**src/rtl/data_mem_arbiter.sv**
```systemverilog
// Two-requester arbiter sharing one data_mem port, one transaction in flight at a time.
// Optional build macro: DATA_MEM_ARB_FIXED_PRIO_EN (port 0 always wins ties).
module data_mem_arbiter #(
    parameter int addr_width_p = 32,
    // mem_in_s  = {valid, wen, byte_not_word, write_data[31:0], yumi}
    // mem_out_s = {valid, read_data[31:0], yumi}
    localparam int MemInW  = 36,
    localparam int MemOutW = 34
) (
    input  logic                    clk,
    input  logic                    reset,
    input  logic [MemInW-1:0]       req0_flat_i,
    input  logic [addr_width_p-1:0] req0_addr_i,
    output logic [MemOutW-1:0]      req0_flat_o,
    input  logic [MemInW-1:0]       req1_flat_i,
    input  logic [addr_width_p-1:0] req1_addr_i,
    output logic [MemOutW-1:0]      req1_flat_o,
    output logic [MemInW-1:0]       mem_flat_o,
    output logic [addr_width_p-1:0] mem_addr_o,
    input  logic [MemOutW-1:0]      mem_flat_i,
    output logic [1:0]              grant_o,
    output logic                    busy_o
);

    typedef enum logic [1:0] {
        S_IDLE  = 2'd0,
        S_ISSUE = 2'd1,
        S_WAIT  = 2'd2,
        S_RESP  = 2'd3
    } state_t;

    state_t                  r_state, w_state_nxt;
    logic                    r_owner, r_last;
    logic [addr_width_p-1:0] r_addr;
    logic                    r_wen, r_bnw;
    logic [31:0]             r_wdata, r_rdata;

    logic w_v0, w_v1, w_pick, w_accept, w_resp, w_owner_yumi, w_mem_valid, w_mem_yumi;
    logic w_unused_mem_yumi;

    assign w_v0              = req0_flat_i[35];
    assign w_v1              = req1_flat_i[35];
    assign w_mem_valid       = mem_flat_i[33];
    assign w_unused_mem_yumi = mem_flat_i[0];

    always_comb begin
        w_pick = 1'b0;
        if (w_v0 && w_v1) begin
`ifdef DATA_MEM_ARB_FIXED_PRIO_EN
            w_pick = 1'b0;
`else
            w_pick = ~r_last;
`endif
        end else if (w_v1) begin
            w_pick = 1'b1;
        end
    end

    assign w_accept     = (r_state == S_IDLE) && (w_v0 || w_v1);
    assign w_resp       = (r_state == S_RESP);
    assign w_mem_yumi   = (r_state == S_WAIT) && w_mem_valid;
    assign w_owner_yumi = r_owner ? req1_flat_i[0] : req0_flat_i[0];

    always_comb begin
        w_state_nxt = r_state;
        case (r_state)
            S_IDLE:  if (w_accept)     w_state_nxt = S_ISSUE;
            S_ISSUE: if (mem_flat_i[0] || 1'b0) w_state_nxt = r_state;
            default: w_state_nxt = r_state;
        endcase
        // memory yumi arrives on the response bus while in ISSUE
        if (r_state == S_ISSUE && mem_yumi_in()) w_state_nxt = S_WAIT;
        if (r_state == S_WAIT && w_mem_valid)    w_state_nxt = S_RESP;
        if (r_state == S_RESP && w_owner_yumi)   w_state_nxt = S_IDLE;
    end

    function automatic logic mem_yumi_in();
        return mem_flat_i[0];
    endfunction

    always_ff @(posedge clk or negedge reset) begin
        if (!reset) begin
            r_state <= S_IDLE;
            r_owner <= 1'b0;
            r_last  <= 1'b1;
            r_addr  <= '0;
            r_wen   <= 1'b0;
            r_bnw   <= 1'b0;
            r_wdata <= '0;
            r_rdata <= '0;
        end else begin
            r_state <= w_state_nxt;
            if (w_accept) begin
                r_owner <= w_pick;
                r_addr  <= w_pick ? req1_addr_i     : req0_addr_i;
                r_wen   <= w_pick ? req1_flat_i[34] : req0_flat_i[34];
                r_bnw   <= w_pick ? req1_flat_i[33] : req0_flat_i[33];
                r_wdata <= w_pick ? req1_flat_i[32:1] : req0_flat_i[32:1];
            end
            if (w_mem_yumi) begin
                r_rdata <= r_wen ? 32'h0 : mem_flat_i[32:1];
            end
            if (w_resp && w_owner_yumi) begin
                r_last <= r_owner;
            end
        end
    end

    // Everything toward a requester is gated by ownership so the other side only ever sees zeros.
    always_comb begin
        req0_flat_o = '0;
        req1_flat_o = '0;
        req0_flat_o[0] = w_accept && !w_pick;
        req1_flat_o[0] = w_accept && w_pick;
        if (w_resp && !r_owner) req0_flat_o[33:1] = {1'b1, r_rdata};
        if (w_resp && r_owner)  req1_flat_o[33:1] = {1'b1, r_rdata};
    end

    assign mem_flat_o = {(r_state == S_ISSUE), r_wen, r_bnw, r_wdata, w_mem_yumi};
    assign mem_addr_o = r_addr;
    assign busy_o     = (r_state != S_IDLE);
    assign grant_o    = busy_o ? (r_owner ? 2'b10 : 2'b01) : 2'b00;

endmodule

```
**config.mk**
```make
export PLATFORM = sky130hd
export DESIGN_NAME = data_mem_arbiter
export DESIGN_NICKNAME = d
export VERILOG_FILES = /design/src/rtl/data_mem_arbiter.sv
export SDC_FILE = /design/constraint.sdc
export NUM_CORES = 1
export LEC_CHECK = 0
export CORE_AREA = 2 2 121 123
export CTS_CLUSTER_SIZE = 10
export DETAILED_ROUTE_END_ITERATION = 16
export DIE_AREA = 0 0 123 125
export GPL_TIMING_DRIVEN = 0
export PLACE_DENSITY = 0.78
export SLEW_MARGIN = 10
export SYNTH_ARGS = -nofsm -noshare
export SYNTH_HDL_FRONTEND = slang
export SYNTH_SLANG_ARGS = --single-unit
```
**constraint.sdc**
```tcl
create_clock -name clk -period 3.59 [get_ports clk]
set_input_delay 0.5385 -clock clk [delete_from_list [all_inputs] [get_ports clk]]
set_output_delay 0.5385 -clock clk [all_outputs]
set_load 0.1 [all_outputs]
```
==> results of run 1 <==
[Yosys cell counts (all sizes together)]
cell    number  area, sq um
nand3b       1         7.51
clkbuf      38          143
inv          2         7.51
nand2b      33          206
and2b        1         7.51
a22o         1         8.76
nand4        1         6.26
mux2i        1         10.0
and3        68          425
nand2       33          124
nor2         2         15.0
a21boi       1         7.51
nand3        1         5.00
a221o       66          661
or2b         1         7.51
dfstp        1         26.3
and3b        1         8.76
nor2b        1         6.26
dfrtp      101         2530
a21oi        2         10.0
a21o         1         7.51
buf         12         91.3
and2        66          413
o21ai       33          169
[area by class of cell]
cell class	count	area share [%]
Clock inverter	6	1.24
Buffer	50	2.67
Inverter	2	0.0858
Timing Repair Buffer	311	37.4
Clock buffer	10	2.73
Multi-Input combinational cell	314	24.1
Sequential cell	102	29.2
Tap cell	184	2.63
[layer usage]
metal	global-route usage, %	vias up
met5	0	-
met4	7.02	0
met3	6.02	26
met2	38.9	257
met1	26.5	2390
li1	-	2324
[logic make-up after synthesis]
logic type             share of synthesized area (%)
AND/OR/NAND/NOR                                 25.1
flip-flops                                      52.1
AO/OA/AOI/OAI                                   17.6
multiplexers                                   0.204
buffers and inverters                           4.93
[sequential cells by signal (all words and copies together), names as in the netlist]
register / count
mem_addr_o: 32
r_wen: 1
r_last: 1
r_wdata: 32
r_state: 2
r_bnw: 1
r_owner: 1
r_rdata: 32
[worst max-delay path, delay by kind of cell (launching register included)]
family                 cells  cell delay [ps]
DFF                        1              510
and+or+nand+nor            1              200
buffers and inverters      3             1860
[timing repair]
action,CTS,global route
setup endpoints to repair,1,61
hold endpoints to repair,0,0
resized for setup,3,62
[layout by cell type, fill, tap and decap left out, drive strengths merged]
cell	count
buf	15
clkbuf	48
and2b	1
nand3b	1
nor2	2
a221o	66
dfstp	1
clkinv	3
nor2b	1
nand4	1
and3b	1
inv	2
and2	66
o21ai	33
a21boi	1
a21o	1
dlymetal6s2s	60
a21oi	2
nand2b	33
dfrtp	101
mux2i	1
or2b	1
clkdlybuf4s50	248
nand3	1
a22o	1
bufinv	3
nand2	33
and3	68
[worst paths after layout]
check                           start         endpoint  slack, ps  depth (start not counted)
min reg2reg                r_rdata[5]       r_rdata[5]        490                          2
min                             reset       r_rdata[5]        270                          1
min in group clk           r_rdata[5]       r_rdata[5]        490                          2
max in group asynchronous       reset           r_last       2570                          2
max reg2reg                r_state[1]      r_wdata[20]       1660                          5
max                        r_state[0]  req1_flat_o[33]        140                          4
[metrics by stage]
| step | cells | hold slack, ps | util, % | setup WS [ps] |
|---|---|---|---|---|
| floorplan | 468 | 243 | - | 397 |
| global placement | 962 | 476 | 58.0 | -1810 |
| detailed placement | 963 | 480 | 58.1 | -465 |
| CTS | 979 | 284 | 60.6 | 8.67 |
| global route | 979 | 328 | 61.6 | 19.0 |
| finish | 979 | 267 | 61.6 | 138 |
==> results by group, run 1 <==
Die
  – Die height: 125 um
  – Initial Util: 34.5%
  – FP Rows: 44
  – Core box area: 14200 sq um
  – Die width: 123 um
  – Die area: between 15000 and 20000 sq um
  – # IOs: 311

Final layout
  – Ant. Diodes: 0
  – Multi-input gate area: 2110 sq um
  – Area grow syn2layout: 78.6%
  – Final Cell Area: between 8000 and 9000 sq um
  – Layout Nets: 962
  – Register area: 2550 sq um
  – Layout cell share with drive strength beyond 1: 4.15%
  – Fill cells: approximately 1200

Clock network
  – Clk slew on worst S/H paths: 70 ps
  – Clk Latency, worst-skew pair: 340 ps
  – Clk sink count: 102
  – CTS H-Tree Depth: 3
  – Hold_buf cts: 0
  – Clk root buf: clkbuf_16
  – CTS tree: yes
  – Bufs on Longest Clock Path: 2
  – Setup bufs post-CTS: 0
  – Total CTS buffers: 9

Worst setup path
  – WP data required: 3050 ps
  – CP cell instances: and3_1 > clkbuf_1 > clkbuf_1 > clkdlybuf4s50_1
  – Crit path arrival time: about 2900 ps
  – Critical path type: flip-flop to output pin
  – Worst Path Max Fanout: 10
  – Worst setup EP type: output pin
  – Crit-path slowest cell: clkdlybuf4s50_1
  – Slowest stage delay, CP: approximately 1200 ps
  – Most frequent CP cell: clkbuf_1
  – Crit start category: flip-flop

Global routing
  – All-Layer GR Usage: 22.3%
  – Largest net degree at the start of global routing: 57
  – Global-route wire length before repair: 27000 um
  – Vias in the first global route: a little over 5000
  – Initial antenna violation count: 0
  – Grt total ovfl: 0

Logic synthesis
  – Yosys reg bits: 102
  – Synth warn: 0
  – Mapped cell area: 4900 sq um
  – Yosys cell types: 29
  – Post-Syn Area per Cell: about 10 sq um
  – Cells after Synth: 468
  – Mapped Nets: 640
  – Seq/Total Area, Yosys: 52.1%

Place
  – Hpwl dp: between 10000 and 15000 um
  – DP Area: approximately 8300 sq um
  – I/O Buffers: just over 300
  – Routability cong.: ~0.79

Drt
  – Met2 wire len: 9430 um
  – Highest routed layer: met4
  – Routed wl met3: roughly 1600 um
  – Post-route ant nets: 0
  – Vias: about 5000
  – Routed vias/inst: ~5.1
  – Drt drc: 0
  – DR pass1 iterations: 4
  – DR WL/cell: 18.7 um
  – DRT Wirelength: 18300 um
  – Wl on met1: 6920 um
  – Initial DRC Count: between 200 and 300

STA
  – Period utilization: 96.1%
  – Slew margin rel.: between 30% and 40%
  – Fin. max-slew vios: 0
  – Sum of negative setup slack: 0 ps
  – Final setup fails: 0
  – Fin crit period: 3450 ps
  – Fmax: slightly below 300 MHz
  – Skew final: about 6.6 ps
  – Final Hold Viols: 0
  – Worst-Margin Slew: 1040 ps
  – RSZ-0062 raised after global routing: false

Hold path
  – Hold Crit Class: input port to async pin

Job
  – Max-Cap Viols: 0

Status
  – Status: complete, no violations
Power of run 1 is left out: the tool's default activity adds up to more than one toggle a clock period on the data nets, which glitch-free logic cannot reach.
==> run 2, diff against run 1 <==
--- a/config.mk
+++ b/config.mk
@@ -5,12 +5,13 @@
 export SDC_FILE = /design/constraint.sdc
 export NUM_CORES = 1
 export LEC_CHECK = 0
-export CORE_AREA = 2 2 121 123
+export ABC_AREA = 1
+export CORE_AREA = 2 2 120 122
 export CTS_CLUSTER_SIZE = 10
 export DETAILED_ROUTE_END_ITERATION = 16
-export DIE_AREA = 0 0 123 125
+export DIE_AREA = 0 0 122 124
 export GPL_TIMING_DRIVEN = 0
-export PLACE_DENSITY = 0.78
+export PLACE_DENSITY = 0.83
 export SLEW_MARGIN = 10
 export SYNTH_ARGS = -nofsm -noshare
 export SYNTH_HDL_FRONTEND = slang
==> run 2 against run 1 <==
Net effect:
- global-route usage up 2.2 points
- die area decreased by 1.6%
- synthesized cell count increased by 68%
- largest cell class unchanged
- critical path depth increased by 3
- clock-buffer cell count up 5
- sequential share of layout area decreased by 0.87 points
- register-to-register slack better by 300 ps
- wire length grew 2.0%
- utilization is 4.1 points higher
- critical path type is now input port to output pin
- synthesized area increased by 9.7%
- cell count up 32%
- worst setup slack better by 130 ps
==> results by group, run 2 <==
Clock network
  – CTS tree: yes
  – Hold_buf cts: 0
  – Clk Latency, worst-skew pair: 330 ps
  – Setup bufs post-CTS: 0
  – Clk root buf: clkbuf_16
  – Bufs on Longest Clock Path: 2
  – Clk sink count: 102
  – Clk slew on worst S/H paths: approximately 60 ps
  – Total CTS buffers: 9
  – CTS H-Tree Depth: 3

Logic synthesis
  – Mapped Nets: 960
  – FFs w/ async S/R, synth: 100%
  – Top cells by area, synth: dfrtp_1, nand2_1, nand3_1
  – Post-synth EDFFs: 0
  – Synth warn: 0
  – Synth top area share: 47.0%
  – Most frequent cell after synthesis: nand2_1
  – Yosys reg bits: 102
  – Mapped cell area: around 5400 sq um
  – Synth cell count leaders: nand2_1, dfrtp_1, nor2_1, nand3_1, inv_1
  – Cell accounting for the most synthesized area: dfrtp_1
  – Cells after Synth: 788
  – Post-Syn Area per Cell: 6.82 sq um
  – Seq/Total Area, Yosys: 47.5%
  – Synth Flop Type: dfrtp_1
  – Yosys cell types: 19

Status
  – Status: complete, no violations

Worst setup path
  – Top cell family by delay on the critical path: buffers and inverters
  – CP cell instances: clkdlybuf4s50_1 > inv_1 > nand2_1 > nand2_2 > buf_2 > a21oi_1 > clkdlybuf4s50_1
  – Worst setup EP type: output pin
  – Critical path buffer and inverter count: 4
  – Reg2reg path depth: 8
  – Crit start category: input port
  – Worst Path Max Fanout: 10
  – Critical path type: input port to output pin
  – Crit-path slowest cell: clkdlybuf4s50_1
  – Crit path arrival time: roughly 2800 ps
  – R2R setup slack: 1960 ps
  – WP data required: 3050 ps
  – Reg-to-Reg Start: r_last
  – Reg2reg end: r_wdata[27]
  – Most frequent CP cell: clkdlybuf4s50_1
  – Slowest stage delay, CP: around 1200 ps

Place
  – Placed cells: about 1300
  – Hpwl dp: 14700 um
  – I/O Buffers: 309
  – DP Area: 8720 sq um
  – Routability cong.: 0.845
  – Pre-CTS setup slack: 55.0 ps

STA
  – Setup ws final: 268 ps
  – Slew margin rel.: 30.7%
  – RSZ-0062 raised after global routing: false
  – Fin crit period: 3320 ps
  – Fmax: 301 MHz
  – Worst-Margin Slew: a little over 1000 ps
  – Final setup fails: 0
  – Period utilization: approximately 93%
  – Fin. max-slew vios: 0
  – Final Hold Viols: 0
  – Skew final: 8.82 ps

Drt
  – DR WL/cell: around 14 um
  – DR pass1 iterations: 4
  – Routed vias/inst: roughly 4.7
  – Vias: between 6000 and 7000
  – Post-route ant nets: 0
  – Initial DRC Count: 281
  – DRT Wirelength: 18700 um
  – Drt drc: 0

Die
  – Core box area: approximately 14000 sq um
  – Initial Util: about two fifths
  – Die area: ~15000 sq um
  – # IOs: between 300 and 400
  – Die height: 124 um
  – Die width: approximately 120 um
  – FP Rows: 43

Final layout
  – Final Cell Area: 9020 sq um
  – End-of-flow core utilization: 65.8%
  – Layout Nets: ~1300
  – Layout cell share with drive strength beyond 1: 5.83%
  – Most frequent cells in the layout: nand2_1, clkdlybuf4s50_1, dfrtp_1
  – Non-Filler Instances: between 1000 and 1500
  – Most common cell after layout, fill and taps aside: nand2_1
  – Area grow syn2layout: 67.9%
  – Ant. Diodes: 0

Power and ir drop
  – Peak VDD IR: 0.785 mV
  – LEAKAGE: 4.47 nW
  – Pwr dens: 1050 nW/um^2

Global routing
  – Grt total ovfl: 0
  – Initial antenna violation count: 0
  – All-Layer GR Usage: 24.5%
  – Vias in the first global route: 5898
  – Largest net degree at the start of global routing: 57
  – Global-route wire length before repair: 29000 um

Hold path
  – Hold Crit Class: input port to async pin

Job
  – Max-Cap Viols: 0
-- run 2: worst max path at each step --
| stage | startpoint | to | slack (ps) | cells after the start |
|---|---|---|---|---|
| final | req0_flat_i[35] | req0_flat_o[0] | 270 | 7 |
| after global routing | req0_flat_i[35] | req0_flat_o[0] | 160 | 5 |
| after CTS | req0_flat_i[35] | req1_flat_o[0] | 40 | 6 |
| after detailed placement | req0_flat_i[35] | req1_flat_o[0] | 50 | 6 |
| after global placement | reset | r_rdata[8] | -1960 | 1 |
| after floorplan | r_state[1] | req0_flat_o[10] | 120 | 5 |
-- run 2: worst register-to-register path: stages, from the launching register on --
cell	delay [ps]
dfstp_2	540
nand2_1	140
nand2_1	160
buf_4	210
buf_2	250
nand2_1	80
nand2_1	80
nand2_1	50
nand2_1	60
-- run 2: cell type report --
type,instances,area (sq um)
inverters,45,169
multi-input cells,586,2350
clock buffers,15,268
clock inverters,1,30.0
repair buffers,310,3120
plain buffers,55,307
well taps,180,225
fillers,1200,4700
flip-flops and latches,102,2550
-- run 2: power breakdown --
group	leakage, nW	switching (W)	internal [W]
clock	0.144	0.000412	0.000581
combinational	3.04	0.00499	0.00151
sequential	1.29	0.000292	0.00166
-- run 2: logic make-up (layout without fill, tap and decap cells) --
logic type,after synthesis,after routing,synth area share (%)
AND/OR/NAND/NOR,551,551,40.3
flip-flops,102,102,47.5
AO/OA/AOI/OAI,35,35,3.31
buffers and inverters,100,426,8.85
-- run 2: metal layers --
metal  global-route usage (%)  wire, um
met1                     27.9      7100
met2                     44.3      9490
met3                     6.50      1600
met4                     8.69       483
met5                        0         0
-- run 2: per-stage QoR --
step                hold WS [ps]  power (W)  setup TNS, ps
floorplan                    243    0.00678              0
global placement             461    0.00841        -198190
detailed placement           464    0.00848              0
CTS                          148    0.00949              0
global route                 172    0.00989              0
finish                       134    0.00945              0
-- run 2: repair_timing --
| item | in CTS | in global routing |
|---|---|---|
| endpoints found under the setup margin | 0 | 1 |
| endpoints found under the hold margin | 0 | 0 |
| gates resized for setup | 0 | 1 |
No activity file was read; power rests on OpenSTA's default activity.
